[config.mk]
export PLATFORM = sky130hd
export DESIGN_NAME = cdb_arbiter
export DESIGN_NICKNAME = d
export VERILOG_FILES = /design/src/rtl/cdb_arbiter_pkg.sv /design/src/rtl/cdb_fifo.sv /design/src/rtl/cdb_arbiter.sv
export SDC_FILE = /design/constraint.sdc
export NUM_CORES = 1
export LEC_CHECK = 0
export ABC_AREA = 1
export CORE_AREA = 2 2 236 238
export DETAILED_ROUTE_END_ITERATION = 7
export DIE_AREA = 0 0 238 240
export GPL_TIMING_DRIVEN = 0
export PLACE_DENSITY_LB_ADDON = 0.08
export SETUP_SLACK_MARGIN = 0.02
export SYNTH_ARGS = -nofsm -noshare
export SYNTH_HDL_FRONTEND = slang
export SYNTH_SLANG_ARGS = --single-unit
export TNS_END_PERCENT = 5
[constraint.sdc]
create_clock -name clk -period 4.6 [get_ports clk]
set_input_delay 0.92 -clock clk [delete_from_list [all_inputs] [get_ports clk]]
set_output_delay 0.92 -clock clk [all_outputs]
set_load 0.01 [all_outputs]
[src/rtl/cdb_arbiter_pkg.sv]
// -----------------------------------------------------------------------------
// cdb_arbiter_pkg
// Shared widths and source identifiers for the common-data-bus arbiter.
//   TAG_W, DATA_W : default ROB tag and result widths
//   ADDR_W        : width of a branch redirect target
//   SRC_*         : source IDs as broadcast on cdb_src
//   next_src()    : round-robin successor of a source ID (wraps 2 -> 0)
// -----------------------------------------------------------------------------
package cdb_arbiter_pkg;

    localparam int TAG_W  = 4;
    localparam int DATA_W = 32;
    localparam int ADDR_W = 32;

    localparam logic [1:0] SRC_ALU = 2'd0;
    localparam logic [1:0] SRC_LSB = 2'd1;
    localparam logic [1:0] SRC_BR  = 2'd2;

    function automatic logic [1:0] next_src(input logic [1:0] s);
        return (s == SRC_BR) ? SRC_ALU : s + 2'd1;
    endfunction

endpackage

[src/rtl/cdb_fifo.sv]
// -----------------------------------------------------------------------------
// cdb_fifo
// Small synchronous FIFO holding results for one CDB source.
//   clk, rst   : clock, synchronous active-high reset
//   flush      : synchronous empty (pipeline clear); drops a same-cycle push
//   push       : write push_data (caller guarantees !full)
//   pop        : advance head (caller guarantees !empty)
//   head       : oldest entry
//   empty/full : registered occupancy flags
// -----------------------------------------------------------------------------
module cdb_fifo #(
    parameter int WIDTH = 8,
    parameter int DEPTH = 2
) (
    input  logic             clk,
    input  logic             rst,
    input  logic             flush,
    input  logic             push,
    input  logic [WIDTH-1:0] push_data,
    input  logic             pop,
    output logic [WIDTH-1:0] head,
    output logic             empty,
    output logic             full
);

    localparam int PTR_W = (DEPTH > 1) ? $clog2(DEPTH) : 1;
    localparam int CNT_W = $clog2(DEPTH + 1);
    localparam logic [PTR_W-1:0] LAST_PTR = PTR_W'(DEPTH - 1);
    localparam logic [CNT_W-1:0] FULL_CNT = CNT_W'(DEPTH);

    logic [WIDTH-1:0] mem [DEPTH];
    logic [PTR_W-1:0] wr_ptr;
    logic [PTR_W-1:0] rd_ptr;
    logic [CNT_W-1:0] count;
    logic             do_push;

    // Pointers wrap explicitly so non-power-of-two depths stay in range.
    function automatic logic [PTR_W-1:0] bump(input logic [PTR_W-1:0] p);
        return (p == LAST_PTR) ? '0 : p + PTR_W'(1);
    endfunction

    assign do_push = push && !rst && !flush;

    // NOTE: state registers use non-blocking assignments so every flop samples
    // pre-edge values regardless of block evaluation order.
    always_ff @(posedge clk) begin
        if (rst || flush) begin
            wr_ptr <= '0;
            rd_ptr <= '0;
            count  <= '0;
        end else begin
            if (do_push) wr_ptr <= bump(wr_ptr);
            if (pop)     rd_ptr <= bump(rd_ptr);
            case ({do_push, pop})
                2'b10:   count <= count + CNT_W'(1);
                2'b01:   count <= count - CNT_W'(1);
                default: count <= count;
            endcase
        end
    end

    // NOTE: the storage array has no reset; occupancy is tracked by count and
    // pointers, so stale words are never observed and need no clearing.
    always_ff @(posedge clk) begin
        if (do_push) mem[wr_ptr] <= push_data;
    end

    assign head  = mem[rd_ptr];
    assign empty = (count == '0);
    assign full  = (count == FULL_CNT);

endmodule

[src/rtl/cdb_arbiter.sv]
// -----------------------------------------------------------------------------
// cdb_arbiter
// Collects results from ALU, load/store and branch units into per-source FIFOs
// and broadcasts one per cycle on the common data bus, round-robin.
//   clk, rst             : clock, synchronous active-high reset
//   rdy                  : global enable; low freezes queues and arbitration
//   clear                : pipeline flush; empties all queues
//   alu_* / lsb_* / br_* : valid/ready result inputs per source
//   cdb_*                : registered broadcast (valid, source, tag, data,
//                          jump and pc; jump/pc are zero unless source is branch)
// -----------------------------------------------------------------------------
module cdb_arbiter
    import cdb_arbiter_pkg::*;
#(
    parameter int TAG_W      = cdb_arbiter_pkg::TAG_W,
    parameter int DATA_W     = cdb_arbiter_pkg::DATA_W,
    parameter int FIFO_DEPTH = 2
) (
    input  logic              clk,
    input  logic              rst,
    input  logic              rdy,
    input  logic              clear,
    input  logic              alu_valid,
    input  logic [TAG_W-1:0]  alu_tag,
    input  logic [DATA_W-1:0] alu_data,
    output logic              alu_ready,
    input  logic              lsb_valid,
    input  logic [TAG_W-1:0]  lsb_tag,
    input  logic [DATA_W-1:0] lsb_data,
    output logic              lsb_ready,
    input  logic              br_valid,
    input  logic [TAG_W-1:0]  br_tag,
    input  logic [DATA_W-1:0] br_data,
    input  logic              br_jump,
    input  logic [ADDR_W-1:0] br_pc,
    output logic              br_ready,
    output logic              cdb_valid,
    output logic [1:0]        cdb_src,
    output logic [TAG_W-1:0]  cdb_tag,
    output logic [DATA_W-1:0] cdb_data,
    output logic              cdb_jump,
    output logic [ADDR_W-1:0] cdb_pc
);

    localparam int RES_W = TAG_W + DATA_W;
    localparam int BR_W  = DATA_W + TAG_W + 1 + ADDR_W;

    logic [2:0]       empty;
    logic [2:0]       full;
    logic [2:0]       pop;
    logic [RES_W-1:0] alu_head;
    logic [RES_W-1:0] lsb_head;
    logic [BR_W-1:0]  br_head;
    logic             accept_ok;
    logic             flush;
    logic [1:0]       last_grant;
    logic [1:0]       winner;
    logic             found;
    logic             pop_en;

    // Readiness depends only on registered occupancy and the global controls,
    // never on the valids; a full queue stays not-ready even while popping.
    assign accept_ok = rdy && !clear && !rst;
    assign alu_ready = accept_ok && !full[SRC_ALU];
    assign lsb_ready = accept_ok && !full[SRC_LSB];
    assign br_ready  = accept_ok && !full[SRC_BR];
    assign flush     = clear && rdy;

    cdb_fifo #(.WIDTH(RES_W), .DEPTH(FIFO_DEPTH)) u_alu_fifo (
        .clk       (clk),
        .rst       (rst),
        .flush     (flush),
        .push      (alu_valid && alu_ready),
        .push_data ({alu_tag, alu_data}),
        .pop       (pop[SRC_ALU]),
        .head      (alu_head),
        .empty     (empty[SRC_ALU]),
        .full      (full[SRC_ALU])
    );

    cdb_fifo #(.WIDTH(RES_W), .DEPTH(FIFO_DEPTH)) u_lsb_fifo (
        .clk       (clk),
        .rst       (rst),
        .flush     (flush),
        .push      (lsb_valid && lsb_ready),
        .push_data ({lsb_tag, lsb_data}),
        .pop       (pop[SRC_LSB]),
        .head      (lsb_head),
        .empty     (empty[SRC_LSB]),
        .full      (full[SRC_LSB])
    );

    cdb_fifo #(.WIDTH(BR_W), .DEPTH(FIFO_DEPTH)) u_br_fifo (
        .clk       (clk),
        .rst       (rst),
        .flush     (flush),
        .push      (br_valid && br_ready),
        .push_data ({br_jump, br_pc, br_tag, br_data}),
        .pop       (pop[SRC_BR]),
        .head      (br_head),
        .empty     (empty[SRC_BR]),
        .full      (full[SRC_BR])
    );

    // Round-robin search starting just after the last granted source. Only
    // registered emptiness is consulted, so a result pushed this cycle cannot
    // be popped until the next one.
    // NOTE: every variable gets a default at the top of always_comb so no path
    // leaves it unassigned, which would otherwise infer a latch.
    always_comb begin : rr_search
        logic [1:0] cand;
        winner = last_grant;
        found  = 1'b0;
        cand   = next_src(last_grant);
        for (int k = 0; k < 3; k++) begin
            if (!found && !empty[cand]) begin
                winner = cand;
                found  = 1'b1;
            end
            cand = next_src(cand);
        end
    end

    assign pop_en       = found && rdy && !clear && !rst;
    assign pop[SRC_ALU] = pop_en && (winner == SRC_ALU);
    assign pop[SRC_LSB] = pop_en && (winner == SRC_LSB);
    assign pop[SRC_BR]  = pop_en && (winner == SRC_BR);

    // Broadcast register: the popped head appears the cycle after the pop;
    // any cycle without a pop drives an all-zero bus.
    always_ff @(posedge clk) begin
        if (rst) begin
            cdb_valid  <= 1'b0;
            cdb_src    <= '0;
            cdb_tag    <= '0;
            cdb_data   <= '0;
            cdb_jump   <= 1'b0;
            cdb_pc     <= '0;
            last_grant <= SRC_BR;
        end else begin
            cdb_valid <= 1'b0;
            cdb_src   <= '0;
            cdb_tag   <= '0;
            cdb_data  <= '0;
            cdb_jump  <= 1'b0;
            cdb_pc    <= '0;
            if (pop_en) begin
                cdb_valid  <= 1'b1;
                cdb_src    <= winner;
                last_grant <= winner;
                case (winner)
                    SRC_ALU: {cdb_tag, cdb_data} <= alu_head;
                    SRC_LSB: {cdb_tag, cdb_data} <= lsb_head;
                    default: {cdb_jump, cdb_pc, cdb_tag, cdb_data} <= br_head;
                endcase
            end
        end
    end

endmodule
==> parameters.txt, run 1 <==
Parameter                              Value

Run status
  Status ... finished clean

Logic synthesis
  Count of flip-flops with a built-in enable after synthesis ... 282
  Mean area per synthesized cell ... 15.1 um2
  Count of distinct cell types in the synthesized netlist ... 29
  Most frequent cell after synthesis ... edfxtp_1
  Number of warnings printed during yosys synthesis ... 0
  Async S/R FF share, synth ... 0%
  Syn_nets ... 1051
  Fraction of the yosys area taken by sequential cells ... 75.6%
  Top_reg_cell synth ... edfxtp_1
  Post-synthesis cell count ... 900
  Flop and latch count out of synthesis ... 371
  Most instantiated cells after synthesis ... edfxtp_1, nand2_1, dfxtp_1, mux2_2, nand3_1
  Top post-synthesis cells by area ... edfxtp_1, dfxtp_1, mux2_2
  Largest area contributor in the synthesized netlist ... edfxtp_1
  Syn Std Cell Area ... 13600 um2
  Proportion of netlist area held by the largest area contributor ... 62.5%

Power and ir drop
  Worst supply voltage drop on vdd ... 0.211 mV
  P per Cell Area ... 400 nW/um2
  Power Internal ... 0.00583 W
  Switch Pwr ... 0.00151 W
  Power share of the clock group ... 45.9%
  Cell leakage power ... 6.24 nW
  Sequential share of power ... 49.7%
  Proportion of power drawn by combinational gates ... 4.3%
  Switching Fraction ... 20.6%

Cells and area
  Ant diodes ... 0
  Layout Cells excl Fill ... 1918
  # nets final ... 1329
  Share of layout cells above drive strength 1 ... 16.7%
  Syn-to-layout area delta ... 35.3%

Critical path
  Critical path fanouts, max ... 3
  Cell seen most often among critical-path stages ... clkdlybuf4s50_1
  Worst setup startpoint ... rst
  Master of the slowest instance on the critical path ... clkdlybuf4s50_1
  Stages on worst setup path ... 5
  Critical path startpoint category ... input port
  Register-to-register setup slack ... 1910 ps
  Source of the worst register-to-register timing path ... last_grant[1]
  Series of cell instances along the critical path ... clkdlybuf4s50_1, nor3_1, inv_1, a21oi_1, clkdlybuf4s50_1
  Sort of element at the end of the critical path ... output port
  Worst Setup Path Type ... input port to output port
  Buffers and inverters on the worst path ... 3
  Reg2reg path depth ... 15
  Family of cells with the greatest summed delay on the critical path ... buffers and inverters
  Largest stage delay on the critical path ... 600 ps
  Worst endpoint required time ... 3680 ps
  Endpoint arrival time on the critical path ... 2830 ps

Hold path
  Worst Hold Class ... flip-flop to flip-flop
  Hold depth ... 1
  Hold wc startpoint ... u_br_fifo.rd_ptr

Detailed routing
  DR vias/cell ... 4.13
  WL per Instance ... 19.9 um
  Total wirelength of the detailed-routed design ... 38200 um
  Starting DRC count in detailed routing ... 297
  Remaining DRCs ... 0
  Vias after detailed routing ... 7928
  Number of nets with antenna violations after routing ... 0
  Pre-antenna DRT Iters ... 4

Floorplanning
  Count of pins on the block boundary ... 223
  Core area ... 54700 um2
  FP Rows ... 86
  Die Outline Area ... 57100 um2
  Die height ... 240 um
  Overall die width ... 238 um
  Initial core utilization ... 24.8%

Timing
  Unrepaired setup endpoints after global routing ... false
  Share of the clock period used by the worst path ... 81.5%
  Total Neg Setup Slack ... 0 ps
  Highest achievable clock rate ... 267 MHz
  Hold slack ... 464 ps
  Shortest clock period the worst path allows after layout ... 3750 ps
  Final Slew Violations ... 0
  Setup violations, final ... 0
  Setup slack of the critical path after layout ... 853 ps
  Final clock skew ... 17.6 ps
  Number of failing hold endpoints at the final stage ... 0
  Slew @ Worst Pin ... 932 ps
  Tightest slew margin relative to the limit ... 37.9%

Placed design
  Worst slack, placed ... 740 ps
  Dpl hpwl ... 27300 um
  Placed Instances ... 1836
  Routability Congestion ... 0.744
  Number of input and output port buffers inserted ... 222

Global route
  Met1 GRT Util ... 17.2%
  Fraction of met3 tracks used by global routing ... 4.05%
  Initial antenna violation count ... 5
  Layer with the highest usage ... met2
  Met2 Track Usage GR ... 22.1%
  Gr ovfl total ... 0
  Global routing usage summed across all routing layers ... 13.4%
  Global-route wire length before repair ... 55100 um
  Maximum number of pins on one net before global-route repair ... 27
  Via count of the first global-routing pass ... 8191

Clocking
  Worst-Skew Late Latency ... 560 ps
  Number of clock sinks ... 371
  CTS max path bufs ... 3
  TritonCTS clock tree ... done
  Total clock buffers created by CTS ... 44
  Count of hold-fix buffers inserted at cts ... 0
  Number of buffers inserted to repair setup after CTS ... 0
  Total of cells resized after clock tree synthesis ... 0
  Total number of H-tree levels ... 2
  CTS clock-pin slew for the worst setup and hold paths ... 50 ps
  Clock root buffer master ... clkbuf_16

Run
  Max-cap violations ... 0
## sequential cells by signal, summed over array words and instances (netlist names), 2 cells and up, named ones only
register	count
u_br_fifo.mem	138
u_alu_fifo.mem	72
u_lsb_fifo.mem	72
cdb_data	32
cdb_pc	32
cdb_tag	4
cdb_src	2
last_grant	2
u_alu_fifo.count	2
u_br_fifo.count	2
u_lsb_fifo.count	2
## worst paths after layout
check                        endpoint
hold / removal              flip-flop
hold reg to reg             flip-flop
setup / recovery            lsb_ready
setup reg to reg  u_lsb_fifo.count[1]
## routing by layer
| layer | up-vias | share of wire, % | routed length (um) |
|---|---|---|---|
| met4 | 10 | 1.8 | 694 |
| met5 | - | 0.18 | 69 |
| met1 | 3825 | 44 | 16800 |
| li1 | 3855 | - | - |
| met2 | 182 | 48 | 18200 |
| met3 | 56 | 6.4 | 2430 |
## logic make-up (layout without fill, tap and decap cells)
group                    count (synthesis)  count (layout)  share of synthesized area (%)
multiplexers                           115             115                           9.25
buffers and inverters                   96             410                           3.39
adder cells (fa/ha/maj)                  3               3                          0.277
AO/OA/AOI/OAI                           47              47                           2.23
flip-flops                             371             371                           75.6
AND/OR/NAND/NOR                        266             266                           9.09
XOR/XNOR                                 2               2                          0.129
## power groups by stage
stage,clock [W],combinational [W],sequential (W)
floorplan,0,0.0000957,0.00372
global placement,0,0.000313,0.00372
detailed placement,0,0.000325,0.00372
CTS,0.00352,0.000327,0.00365
global route,0.00365,0.000345,0.00365
finish,0.00337,0.000318,0.00365
## stage by stage
step	instance area (um2)	power, W	util (%)
final	18300	0.00734	33.5
after floorplan	13600	0.00382	-
after detailed placement	16900	0.00404	30.9
after global placement	16700	0.00404	30.5
after CTS	18300	0.00749	33.5
after global routing	18300	0.00764	33.5
## cell type report
cell class | count | area [um2]
clock buffer | 65 | 1310
tap | 704 | 881
clock inverter | 17 | 110
sequential | 371 | 10200
inverter | 53 | 201
fill | 5410 | 36300
multi-input combinational | 433 | 2890
timing repair buffer | 232 | 2440
buffer | 43 | 258
## worst register-to-register path, stage by stage (launching register included)
cell	delay, ps
dfxtp_1	450
inv_2	90
nand2_1	140
nor2_1	70
nor2_2	160
inv_1	60
nand2_1	70
nand2_2	140
inv_4	170
nand3_4	140
inv_2	150
buf_6	190
ha_1	280
nor3b_1	280
o21ai_0	130
a21oi_1	120
## placed cells by master, fill, tap and decap left out, types with 9 or more instances in the layout
cell	count
clkbuf_16	45
nor2_1	51
buf_2	11
clkbuf_1	26
mux2i_1	33
o211ai_1	27
mux2_2	82
clkinv_1	9
clkbuf_8	11
clkdlybuf4s50_1	222
edfxtp_1	282
a21oi_1	13
nand2_1	95
nand4_1	38
nand3_1	58
buf_6	9
inv_1	48
dfxtp_1	89
(Power assumes the default switching activity.)
==> inputs of run 2 (changes only) <==
==> constraint.sdc (replaced) <==
create_clock -name clk -period 3.2 [get_ports clk]
set_input_delay 0.64 -clock clk [delete_from_list [all_inputs] [get_ports clk]]
set_output_delay 0.64 -clock clk [all_outputs]
set_load 0.01 [all_outputs]
==> parameters.txt, run 2 (synthesized netlist as in run 1, its figures left out) <==
Parameter                              Value

Run status
  Status ... finished clean (unchanged)

Cells and area
  Share of layout cells above drive strength 1 ... 16.8% (was 16.7%)
  # nets final ... 1329 (unchanged)
  Layout Cells excl Fill ... 1917 (was 1918)
  Filler cell count ... 5381 (was 5410)
  Registers with the most flip-flops ... u_br_fifo.mem x138, u_alu_fifo.mem x72, u_lsb_fifo.mem x72 (unchanged)
  Leading cell types in the layout, fill and taps excluded ... edfxtp_1, clkdlybuf4s50_1, nand2_1 (unchanged)
  Fin area ... 18400 um2 (was 18300 um2)
  Commonest non-fill, non-tap cell in the layout ... edfxtp_1 (unchanged)
  Flip-flop count of the largest register, all copies and words added ... 138 (unchanged)
  Syn-to-layout area delta ... 35.5% (was 35.3%)
  Largest Register ... u_br_fifo.mem (unchanged)

Power and ir drop
  Worst supply voltage drop on vdd ... 0.358 mV (was 0.211 mV)
  Total power after layout ... 0.0106 W (was 0.00734 W)
  Cell leakage power ... 6.24 nW (about the same)
  P per Cell Area ... 579 nW/um2 (was 400 nW/um2)

Timing
  Share of the clock period used by the worst path ... 94.8%
  Setup violations, final ... 0 (unchanged)
  Shortest clock period the worst path allows after layout ... 3030 ps
  Tightest slew margin relative to the limit ... 39.6% (was 37.9%)
  Slew @ Worst Pin ... 906 ps (was 932 ps)
  Highest achievable clock rate ... 330 MHz
  Final Slew Violations ... 0 (unchanged)
  Unrepaired setup endpoints after global routing ... true (was false)
  Final clock skew ... 20.2 ps (was 17.6 ps)
  Number of failing hold endpoints at the final stage ... 0 (unchanged)

Global route
  Maximum number of pins on one net before global-route repair ... 27 (unchanged)
  Initial antenna violation count ... 7 (was 5)
  Global routing usage summed across all routing layers ... 13.5% (was 13.4%)
  Via count of the first global-routing pass ... 8424 (was 8191)
  Gr ovfl total ... 0 (unchanged)
  Global-route wire length before repair ... 55800 um (was 55100 um)

Floorplanning
  Overall die width ... 238 um (unchanged)
  FP Rows ... 86 (unchanged)
  Initial core utilization ... 24.8% (unchanged)
  Die Outline Area ... 57100 um2 (unchanged)
  Count of pins on the block boundary ... 223 (unchanged)
  Die height ... 240 um (unchanged)
  Core area ... 54700 um2 (unchanged)

Clocking
  CTS clock-pin slew for the worst setup and hold paths ... 60 ps (was 50 ps)
  Worst-Skew Late Latency ... 560 ps (about the same)
  Clock root buffer master ... clkbuf_16 (unchanged)
  CTS max path bufs ... 3 (unchanged)
  Total clock buffers created by CTS ... 44 (unchanged)
  Count of hold-fix buffers inserted at cts ... 0 (unchanged)
  Number of clock sinks ... 371 (unchanged)
  Total number of H-tree levels ... 2 (unchanged)
  TritonCTS clock tree ... done (unchanged)

Detailed routing
  Starting DRC count in detailed routing ... 370 (was 297)
  Number of nets with antenna violations after routing ... 0 (unchanged)
  WL per Instance ... 19.9 um (about the same)
  Remaining DRCs ... 0 (unchanged)
  DR vias/cell ... 4.16 (was 4.13)
  Total wirelength of the detailed-routed design ... 38100 um (was 38200 um)
  Vias after detailed routing ... 7966 (was 7928)
  Pre-antenna DRT Iters ... 4 (unchanged)

Critical path
  Endpoint arrival time on the critical path ... 2390 ps (was 2830 ps)
  Sort of element at the end of the critical path ... output port (unchanged)
  Worst Setup Path Type ... input port to output port (unchanged)
  Critical path fanouts, max ... 3 (unchanged)
  Critical path startpoint category ... input port (unchanged)
  Worst endpoint required time ... 2560 ps (was 3680 ps)

Placed design
  Placement-stage cell area ... 16900 um2 (about the same)
  Routability Congestion ... 0.728 (was 0.744)
  Dpl hpwl ... 27400 um (was 27300 um)
  Number of input and output port buffers inserted ... 222 (unchanged)
  Placed Instances ... 1836 (unchanged)

Hold path
  Worst Hold Class ... flip-flop to flip-flop (unchanged)

Run
  Max-cap violations ... 0 (unchanged)
-- run 2: changes by cell type in the layout (fill, tap and decap cells not counted), moves of 4 or more --
cell	before	now
clkinv_1	9	2
clkbuf_8	11	7
clkinv_2	4	8
clkbuf_1	26	31
-- run 2: layout make-up --
type / count / area [um2] / area share, %
clock buffer: 66 / 1270 / 6.94
tap: 704 / 881 / 4.80
antenna: 1 / 2.50 / 0.0136
multi-input combinational: 433 / 2890 / 15.8
sequential: 371 / 10200 / 55.8
timing repair buffer: 232 / 2450 / 13.4
buffer: 43 / 258 / 1.40
clock inverter: 14 / 145 / 0.791
inverter: 53 / 201 / 1.10
-- run 2: worst paths after layout --
| path | slack (ps) | endpoint | cells past startpoint | from |
|---|---|---|---|---|
| setup / recovery | 170 | br_ready | 6 | rdy |
| hold reg to reg | 460 | u_br_fifo.rd_ptr | 1 | u_br_fifo.rd_ptr |
| setup reg to reg | 590 | u_lsb_fifo.count[1] | 15 | u_lsb_fifo.count[0] |
| hold / removal | 460 | u_br_fifo.rd_ptr | 1 | u_br_fifo.rd_ptr |
-- run 2: per-layer routing --
layer	track usage, %	wire length [um]
met1	17.3	16900
met5	0	92
met4	3.52	748
met2	22.3	18100
met3	4.20	2280
-- run 2: report_power, final --
part	internal, W	total, W	switching [W]
registers	0.00523	0.00525	0.0000153
clock network	0.00298	0.00492	0.00193
logic	0.000245	0.000458	0.000214
-- run 2: metrics by stage --
step / utilization, % / TNS [ps] / hold slack (ps) / setup WS [ps]
after floorplan: - / -102430 / 431 / -521
after global placement: 30.5 / -759370 / 443 / -2930
after detailed placement: 31.0 / -41490 / 445 / -478
after CTS: 33.6 / 0 / 455 / 114
after global routing: 33.6 / 0 / 492 / 11.1
final: 33.6 / 0 / 456 / 166
-- run 2: worst max-delay path: stages --
cell and delay [ps]:
clkdlybuf4s50_1 490, inv_1 60, nor3_2 200, inv_1 130
a21oi_1 280, clkdlybuf4s50_1 600
-- run 2: repair_timing --
action,4_1_cts,5_1_grt
endpoints found under the setup margin,3,2
buffers inserted,0,0
gates resized for setup,1,0
gates cloned,0,0
==> inputs of run 3 (changes only) <==
--- a/config.mk
+++ b/config.mk
@@ -6,11 +6,12 @@
 export NUM_CORES = 1
 export LEC_CHECK = 0
 export ABC_AREA = 1
-export CORE_AREA = 2 2 236 238
+export CORE_AREA = 2 2 172 174
 export DETAILED_ROUTE_END_ITERATION = 7
-export DIE_AREA = 0 0 238 240
+export DIE_AREA = 0 0 174 176
 export GPL_TIMING_DRIVEN = 0
 export PLACE_DENSITY_LB_ADDON = 0.08
+export REMOVE_ABC_BUFFERS = 1
 export SETUP_SLACK_MARGIN = 0.02
 export SYNTH_ARGS = -nofsm -noshare
 export SYNTH_HDL_FRONTEND = slang
==> parameters.txt, run 3 (synthesized netlist as in run 1, its figures left out) <==
Parameter                              Value

Clocking
  Total clock buffers created by CTS ... 39 (was 44)
  Number of clock sinks ... 371 (unchanged)
  Worst-Skew Late Latency ... 510 ps (was 560 ps)
  CTS max path bufs ... 3 (unchanged)
  TritonCTS clock tree ... done (unchanged)
  CTS clock-pin slew for the worst setup and hold paths ... 60 ps (about the same)
  Clock root buffer master ... clkbuf_16 (unchanged)
  Number of buffers inserted to repair setup after CTS ... 0 (unchanged)
  Total number of H-tree levels ... 2 (unchanged)

Floorplanning
  Core area ... 28500 um2 (was 54700 um2)
  Die height ... 176 um (was 240 um)
  FP Rows ... 62 (was 86)
  Die Outline Area ... 30600 um2 (was 57100 um2)
  Initial core utilization ... 47.5% (was 24.8%)
  Count of pins on the block boundary ... 223 (unchanged)
  Overall die width ... 174 um (was 238 um)

Global route
  Gr ovfl total ... 0 (unchanged)
  Global-route wire length before repair ... 45700 um (was 55800 um)
  Maximum number of pins on one net before global-route repair ... 62 (was 27)
  Initial antenna violation count ... 5 (was 7)
  Via count of the first global-routing pass ... 8272 (was 8424)
  Global routing usage summed across all routing layers ... 19.7% (was 13.5%)

Cells and area
  Share of the core filled with cells in the final layout ... 61.4% (was 33.6%)
  Sequential cell area ... 10300 um2 (was 10200 um2)
  Share of layout cells above drive strength 1 ... 14.7% (was 16.8%)
  Multi-input gate area in the final layout ... 2910 um2 (was 2890 um2)
  Flip-flop count of the largest register, all copies and words added ... 138 (unchanged)
  Leading cell types in the layout, fill and taps excluded ... edfxtp_1, clkdlybuf4s50_1, nand2_1 (unchanged)
  Filler cell count ... 2232 (was 5381)
  Largest Register ... u_br_fifo.mem (unchanged)
  Registers with the most flip-flops ... u_br_fifo.mem x138, u_alu_fifo.mem x72, u_lsb_fifo.mem x72 (unchanged)
  Syn-to-layout area delta ... 29.4% (was 35.5%)
  # nets final ... 1283 (was 1329)
  Commonest non-fill, non-tap cell in the layout ... edfxtp_1 (unchanged)

Critical path
  Worst setup startpoint ... rdy (unchanged)
  Critical path startpoint category ... input port (unchanged)
  Worst Setup Path Type ... input port to output port (unchanged)
  Sort of element at the end of the critical path ... output port (unchanged)
  Source of the worst register-to-register timing path ... u_br_fifo.count[0] (was u_lsb_fifo.count[0])
  Worst endpoint required time ... 2560 ps (about the same)
  Register-to-register setup slack ... 250 ps (was 590 ps)
  Endpoint arrival time on the critical path ... 2420 ps (was 2390 ps)
  Critical path fanouts, max ... 3 (unchanged)
  Reg2reg path depth ... 14 (was 15)
  Worst r2r dst ... u_lsb_fifo.count[1] (unchanged)

Hold path
  Hold depth ... 1 (unchanged)
  Hold wc startpoint ... u_br_fifo.rd_ptr (unchanged)
  Worst Hold Class ... flip-flop to flip-flop (unchanged)

Timing
  Final clock skew ... 10.7 ps (was 20.2 ps)
  Final Slew Violations ... 0 (unchanged)
  Share of the clock period used by the worst path ... 95.6% (was 94.8%)
  Highest achievable clock rate ... 327 MHz (was 330 MHz)
  Number of failing hold endpoints at the final stage ... 0 (unchanged)
  Tightest slew margin relative to the limit ... 16.0% (was 39.6%)
  Total Neg Setup Slack ... 0 ps (unchanged)
  Shortest clock period the worst path allows after layout ... 3060 ps (was 3030 ps)
  Slew @ Worst Pin ... 1260 ps (was 906 ps)
  Setup violations, final ... 0 (unchanged)
  Hold slack ... 450 ps (was 456 ps)
  Unrepaired setup endpoints after global routing ... true (unchanged)
  Setup slack of the critical path after layout ... 139 ps (was 166 ps)

Detailed routing
  DR vias/cell ... 5.07 (was 4.16)
  Vias after detailed routing ... 7852 (was 7966)
  Total wirelength of the detailed-routed design ... 30400 um (was 38100 um)
  WL per Instance ... 19.6 um (was 19.9 um)
  Remaining DRCs ... 0 (unchanged)
  Number of nets with antenna violations after routing ... 0 (unchanged)
  Starting DRC count in detailed routing ... 350 (was 370)
  Pre-antenna DRT Iters ... 7 (was 4)

Power and ir drop
  Cell leakage power ... 5.98 nW (was 6.24 nW)
  Worst supply voltage drop on vdd ... 0.450 mV (was 0.358 mV)
  Total power after layout ... 0.00993 W (was 0.0106 W)
  P per Cell Area ... 566 nW/um2 (was 579 nW/um2)

Placed design
  Dpl hpwl ... 18600 um (was 27400 um)
  Number of input and output port buffers inserted ... 222 (unchanged)
  Worst slack, placed ... -577 ps (was -478 ps)
  Routability Congestion ... 0.722 (was 0.728)

Run
  Max-cap violations ... 0 (unchanged)

Run status
  Status ... finished clean (unchanged)
## run 3: changes by cell type in the layout (fill, tap and decap cells not counted), sizes merged
cell    before  now
nor2        63   64
inv         53   52
diode        1    4
clkinv      10   12
clkbuf      83   56
buf         36   11
bufinv       3    2
## run 3: worst max-delay path by stage
stage                            to  cells past startpoint
6_report                   br_ready                      6
5_1_grt          u_br_fifo.count[1]                     15
4_1_cts                   alu_ready                      6
3_5_place_dp             cdb_pc[12]                      7
3_3_place_gp   u_br_fifo.mem[1][66]                      7
2_1_floorplan   u_br_fifo.mem[1][0]                      5
## run 3: critical path: stages
cell and delay [ps]:
clkdlybuf4s50_1 470, inv_1 40, nor3_1 260, inv_1 150, a21oi_1 260, clkdlybuf4s50_1 590
## run 3: final cells by class
| class | count | share of cell area (%) |
|---|---|---|
| diodes | 4 | 0.0571 |
| well taps | 384 | 2.74 |
| clock inverters | 14 | 0.649 |
| repair buffers | 233 | 14.0 |
| clock buffers | 56 | 6.29 |
| flip-flops and latches | 371 | 58.5 |
| multi-input cells | 434 | 16.6 |
| inverters | 53 | 1.23 |
## run 3: per-stage QoR
step                      cells  area (um2)
after global placement     1463       16000
after global routing       1546       17500
after CTS                  1545       17500
after detailed placement   1474       16300
after floorplan             857       13300
final                      1549       17500
## run 3: per-layer routing
metal,vias up,part of all wire (%),GRT usage (%)
li1,3760,-,-
met1,3807,40,23.1
met2,228,50,35.4
met3,53,7.9,5.99
met4,4,2.1,4.97
met5,-,0.079,0
## run 3: what timing repair did
item                                   4_1_cts  5_1_grt
gates cloned                                 1        0
resized for setup                            3        5
endpoints found under the hold margin        0        0
hold buffers                                 0        0
setup endpoints to repair                   57       26
pin swaps                                    1        1
## run 3: report_power, final
part	switching, W	internal (W)
logic	0.000193	0.000227
registers	0.0000182	0.00523
clock network	0.00171	0.00255
